$ cat src/rtl/sevenseg_scan_capture.sv
// sevenseg_scan_capture: samples a multiplexed active-low seven-segment bus
// and reconstructs the hex value shown on each digit.
// Optional feature macro: SEVENSEG_HEX_EXT_EN (also recognise A..F glyphs).
module sevenseg_scan_capture #(
  parameter int unsigned DIGITS        = 4,
  parameter int unsigned STABLE_CYCLES = 4
) (
  input  logic                  clk,
  input  logic                  rst,
  input  logic [DIGITS-1:0]     an,
  input  logic [0:6]            seg,
  output logic [4*DIGITS-1:0]   digits,
  output logic [DIGITS-1:0]     digit_valid,
  output logic [DIGITS-1:0]     digit_blank,
  output logic                  update,
  output logic [2:0]            update_idx,
  output logic                  pat_err,
  output logic                  multi_err
);

  localparam int unsigned CW  = 8;
  localparam int unsigned NZW = 4;
  localparam logic [CW-1:0] STABLE = CW'(STABLE_CYCLES);

  typedef enum logic [1:0] {
    ST_IDLE  = 2'd0,
    ST_TRACK = 2'd1,
    ST_HOLD  = 2'd2
  } state_t;

  state_t               r_state;
  state_t               w_state_nxt;
  logic [DIGITS-1:0]    r_s_an;
  logic [0:6]           r_s_seg;
  logic [CW-1:0]        r_cnt;

  logic [4*DIGITS-1:0]  r_digits;
  logic [DIGITS-1:0]    r_valid;
  logic [DIGITS-1:0]    r_blank;
  logic                 r_update;
  logic [2:0]           r_update_idx;
  logic                 r_pat_err;
  logic                 r_multi_err;

  logic                 w_chg;
  logic                 w_an_idle;
  logic [NZW-1:0]       w_nzero;
  logic [2:0]           w_idx;
  logic                 w_eval;
  logic                 w_commit;
  logic                 w_multi;
  logic                 w_dec_ok;
  logic                 w_dec_blank;
  logic [3:0]           w_dec_val;

  // Incoming bus differs from the held sample: a new dwell starts at this edge
  assign w_chg     = (an != r_s_an) || (seg != r_s_seg);
  assign w_an_idle = &an;

  // Input sampling register
  always_ff @(posedge clk or posedge rst) begin
    if (rst) begin
      r_s_an  <= '1;
      r_s_seg <= '1;
    end else begin
      r_s_an  <= an;
      r_s_seg <= seg;
    end
  end

  // Stability counter: restarts at 1 on a new sample, saturates at STABLE
  always_ff @(posedge clk or posedge rst) begin
    if (rst) begin
      r_cnt <= '0;
    end else if (w_chg) begin
      r_cnt <= CW'(1);
    end else if (r_cnt < STABLE) begin
      r_cnt <= r_cnt + CW'(1);
    end
  end

  // Count active anodes and locate the selected digit
  always_comb begin
    w_nzero = '0;
    w_idx   = '0;
    for (int unsigned i = 0; i < DIGITS; i++) begin
      if (!r_s_an[i]) begin
        w_nzero = w_nzero + NZW'(1);
        w_idx   = 3'(i);
      end
    end
  end

  // Glyph decoder for the held segment sample
  always_comb begin
    w_dec_ok    = 1'b1;
    w_dec_blank = 1'b0;
    w_dec_val   = 4'h0;
    case (r_s_seg)
      7'b1000000: w_dec_val = 4'h0;
      7'b1111001: w_dec_val = 4'h1;
      7'b0100100: w_dec_val = 4'h2;
      7'b0110000: w_dec_val = 4'h3;
      7'b0011001: w_dec_val = 4'h4;
      7'b0010010: w_dec_val = 4'h5;
      7'b0000010: w_dec_val = 4'h6;
      7'b1111000: w_dec_val = 4'h7;
      7'b0000000: w_dec_val = 4'h8;
      7'b0011000: w_dec_val = 4'h9;
`ifdef SEVENSEG_HEX_EXT_EN
      7'b0001000: w_dec_val = 4'hA;
      7'b0000011: w_dec_val = 4'hB;
      7'b1000110: w_dec_val = 4'hC;
      7'b0100001: w_dec_val = 4'hD;
      7'b0000110: w_dec_val = 4'hE;
      7'b0001110: w_dec_val = 4'hF;
`endif
      7'b1111111: begin
        w_dec_val   = 4'hF;
        w_dec_blank = 1'b1;
      end
      default:    w_dec_ok = 1'b0;
    endcase
  end

  // FSM state register
  always_ff @(posedge clk or posedge rst) begin
    if (rst) begin
      r_state <= ST_IDLE;
    end else begin
      r_state <= w_state_nxt;
    end
  end

  // FSM next state: a bus change always wins, otherwise a stable dwell is held
  always_comb begin
    w_state_nxt = r_state;
    if (w_chg) begin
      w_state_nxt = w_an_idle ? ST_IDLE : ST_TRACK;
    end else if ((r_state == ST_TRACK) && (r_cnt == STABLE)) begin
      w_state_nxt = ST_HOLD;
    end
  end

  // FSM outputs: evaluate the dwell once, when it first becomes stable
  always_comb begin
    w_eval   = (r_state == ST_TRACK) && (r_cnt == STABLE);
    w_commit = w_eval && (w_nzero == NZW'(1));
    w_multi  = w_eval && (w_nzero > NZW'(1));
  end

  // Captured digit state and status flags
  always_ff @(posedge clk or posedge rst) begin
    if (rst) begin
      r_digits     <= '0;
      r_valid      <= '0;
      r_blank      <= '0;
      r_update     <= 1'b0;
      r_update_idx <= '0;
      r_pat_err    <= 1'b0;
      r_multi_err  <= 1'b0;
    end else begin
      r_update <= w_commit;
      if (w_commit) begin
        r_update_idx <= w_idx;
        if (!w_dec_ok) begin
          r_pat_err <= 1'b1;
        end
        for (int unsigned i = 0; i < DIGITS; i++) begin
          if (w_idx == 3'(i)) begin
            r_valid[i] <= w_dec_ok && !w_dec_blank;
            r_blank[i] <= w_dec_blank;
            if (w_dec_ok) begin
              r_digits[4*i +: 4] <= w_dec_val;
            end
          end
        end
      end
      if (w_multi) begin
        r_multi_err <= 1'b1;
      end
    end
  end

  assign digits      = r_digits;
  assign digit_valid = r_valid;
  assign digit_blank = r_blank;
  assign update      = r_update;
  assign update_idx  = r_update_idx;
  assign pat_err     = r_pat_err;
  assign multi_err   = r_multi_err;

endmodule

$ cat config.mk
export PLATFORM = sky130hd
export DESIGN_NAME = sevenseg_scan_capture
export DESIGN_NICKNAME = d
export VERILOG_FILES = /design/src/rtl/sevenseg_scan_capture.sv
export SDC_FILE = /design/constraint.sdc
export NUM_CORES = 1
export LEC_CHECK = 0
export BUFFER_PORTS_ARGS = -buffer_cell sky130_fd_sc_hd__buf_2
export CAP_MARGIN = 20
export CORE_ASPECT_RATIO = 1.1
export CORE_UTILIZATION = 55
export DETAILED_ROUTE_END_ITERATION = 6
export PLACE_DENSITY = 0.87
export SKIP_CTS_REPAIR_TIMING = 1
export SYNTH_ARGS = -nofsm -noshare
export SYNTH_HDL_FRONTEND = slang
export SYNTH_SLANG_ARGS = --single-unit
$ cat constraint.sdc
create_clock -name clk -period 8.5 [get_ports clk]
set_input_delay 0.425 -clock clk [delete_from_list [all_inputs] [get_ports clk]]
set_output_delay 0.425 -clock clk [all_outputs]
set_load 0.02 [all_outputs]
==> flow_summary.json <==
{
  "cpMaxStageDelayCell": "dfstp_2",
  "coreArea_um2": 4350,
  "drv_cap": 0,
  "yosysTopAreaCellShare_pct": 38.5,
  "wl_met3_um": 117,
  "muxShareOfSynthArea_pct": 0.839,
  "dr.max_layer_used": "met4",
  "critPathLaunchType": "flip-flop",
  "synth_xor_area_share_pct": 5.53,
  "vias": 1783,
  "worstMarginPinSlew_ps": 948,
  "crit_chain": "inv_1 -> ha_1 -> xnor2_1 -> ha_1 -> or4b_1 -> o22ai_2 -> nand2_1 -> a21oi_2 -> o22a_1",
  "clkSinkCount": 50,
  "clockBufferDepth": 2,
  "die_area_um2": 4890,
  "p_total_uw": 423,
  "critPathMaxFanout": 10,
  "grt_pass1_wl_mm": 7.94,
  "synth-simple-area-share_pct": 18.3,
  "hpwl_mm": 3.61,
  "clock-root-buffer": "clkbuf_8",
  "setup_viol": 0,
  "fmax_mhz": 319,
  "fin_cells": 316,
  "yosysSeqAreaShare_pct": 49.9,
  "synth_edf_count": 0,
  "yosysWarningCount": 0,
  "die_y_um": 73.2,
  "rr_worst_depth": 9,
  "syn_area_um2": 2540,
  "arrival_ps": 3380,
  "gp_congestion": 0.834,
  "synth_nets": 241,
  "grt_max_degree": 51,
  "r2r-start": "r_s_an[1]",
  "worst_r2r_endpoint": "digits[12]",
  "antennaDiodeCount": 0,
  "post_drt_via_cell_ratio": 5.64,
  "grt.total_usage_pct": 22.1,
  "drt.antenna.violating_nets": 0,
  "synth_flop_cell": "dfrtp_1",
  "fin_nets": 279,
  "synthArstFlopShare_pct": 100,
  "initial_core_util_pct": 58.3,
  "yosysUniqueCellTypes": 57,
  "wirelength_mm": 4.85,
  "io_pins": 43,
  "outcome": "complete, no violations",
  "synth_compound_area_share_pct": 18.4,
  "grt_pass1_vias": 1632,
  "gr-total-overflow": 0,
  "synth_fa_ha_area_share_pct": 2.47,
  "cpPeakStageDelay_ps": 600,
  "dp_cells": 306,
  "cp-startpoint": "r_s_an[1]",
  "clk_pin_slew_worst_paths_ps": 90,
  "post-route-period-util_pct": 36.9,
  "cts_tree": "done",
  "met2_length_mm": 2.52,
  "drc": 0,
  "hp-start": "seg[6]",
  "fp-row-count": 25,
  "cts_buffers": 5,
  "clock_latency_ps": 310,
  "rsz0062_at_grt": "no",
  "drive_above_1_share_pct": 30.5,
  "crit_required_ps": 8740,
  "syn_inst": 223,
  "tns_ps": 0,
  "cp_common_cell": "ha_1",
  "drtPass1Iterations": 4,
  "powerDensity_nw_per_um2": 149,
  "slew_headroom_pct": 36.3,
  "min_path_type": "in -> reg",
  "synth.cells.most_frequent": "dfrtp_1, nand2_1, xnor2_1",
  "rrSetupSlack_ps": 5360,
  "ys_seq_elements": 50,
  "area_growth_pct": 12.0,
  "crit_type": "reg -> reg",
  "crit_end": "digits[12]",
  "die-width_um": 66.7,
  "peakVddDrop_mv": 0.117,
  "nFillCells": 342,
  "yosysTopAreaCell": "dfrtp_1",
  "syn_area_per_cell_um2": 11.4,
  "h-tree-depth": 2,
  "cp-end-kind": "flip-flop",
  "drtIter0Drc": 102,
  "drt-met1-wl_mm": 2.14,
  "yosys.cell_count.top_type": "dfrtp_1",
  "port_buffers": 41,
  "min_period_ps": 3140,
  "synth_top_family_by_area": "compound AO/OA/AOI/OAI gates",
  "maxSlewViolCount": 0,
  "fin_skew_ps": 15.7,
  "synthTopCellsByArea": "dfrtp_1, dfstp_2, xnor2_1, o22a_1, ha_1",
  "antenna_found_initial": 0,
  "p_leak_uw": 0.00131,
  "hold_violations": 0,
  "post_drt_wl_per_cell_um": 15.3
}
[power by group]
group	switching (uW)	internal, uW
logic	21.3	16.1
clock network	77.2	58.7
registers	7.06	243
[flip-flops by register name (all words and copies together), names as in the netlist]
signal	count
digit_blank	4
digit_valid	4
digits	16
multi_err	1
pat_err	1
r_cnt	8
r_s_an	4
r_s_seg	7
r_state	2
update	1
update_idx	2
[stage by stage]
step	hold slack, ps	util, %	cell area (um^2)	setup WS (ps)
floorplan	429	-	2540	5590
global placement	443	62.7	2730	5490
detailed placement	442	62.7	2730	5380
CTS	227	64.7	2810	5360
global route	219	65.4	2840	5160
finish	230	65.4	2840	5360
[critical path, delay by kind of cell, from the launching register on]
kind / cells / cell delay (ps)
buf+inv: 1 / 100
compound gates: 3 / 720
flops: 1 / 600
xor+xnor: 1 / 160
fa+ha+maj: 2 / 670
simple gates: 2 / 820
[area by class of cell]
cell class / instances / area, um^2 / share of cell area (%)
timing repair buffer: 43 / 235 / 8.28
clock buffer: 6 / 72.6 / 2.55
clock inverter: 2 / 13.8 / 0.484
sequential: 50 / 1260 / 44.5
tap: 54 / 67.6 / 2.38
multi-input combinational: 153 / 1160 / 40.7
inverter: 8 / 30.0 / 1.06
[layer usage]
layer / global-route usage (%) / vias to the layer above
met5: 0 / -
li1: - / 879
met2: 35.5 / 20
met3: 4.69 / 5
met4: 8.98 / 0
met1: 29.0 / 879
[cell families (layout without fill, tap and decap cells)]
logic type,Yosys count,count (layout)
and+or+nand+nor,72,72
AOI/OAI and AO/OA,57,57
DFF,50,50
buffers and inverters,20,59
xor gates and xnor gates,16,16
adders and majority gates,5,5
muxes,2,2
other,1,1
[placed cells by master (no fill, tap or decap), types with 6 or more instances in the layout]
cell type   n
buf_2      41
dfrtp_1    39
nand2_1    14
xnor2_1    14
o22a_1     12
dfstp_2    11
a21o_1      8
and2_1      8
o21ai_0     7
inv_1       7
nor2_1      6
[how the worst min path moves through the flow]
stage	slack, ps	cells after the start	end
2_1_floorplan	430	0	r_s_an[0]
3_3_place_gp	440	1	multi_err
5_1_grt	220	1	r_s_seg[1]
3_5_place_dp	440	1	multi_err
4_1_cts	230	1	r_s_seg[6]
6_report	230	1	r_s_seg[6]
Note: power is estimated with default switching activity, not from simulation.
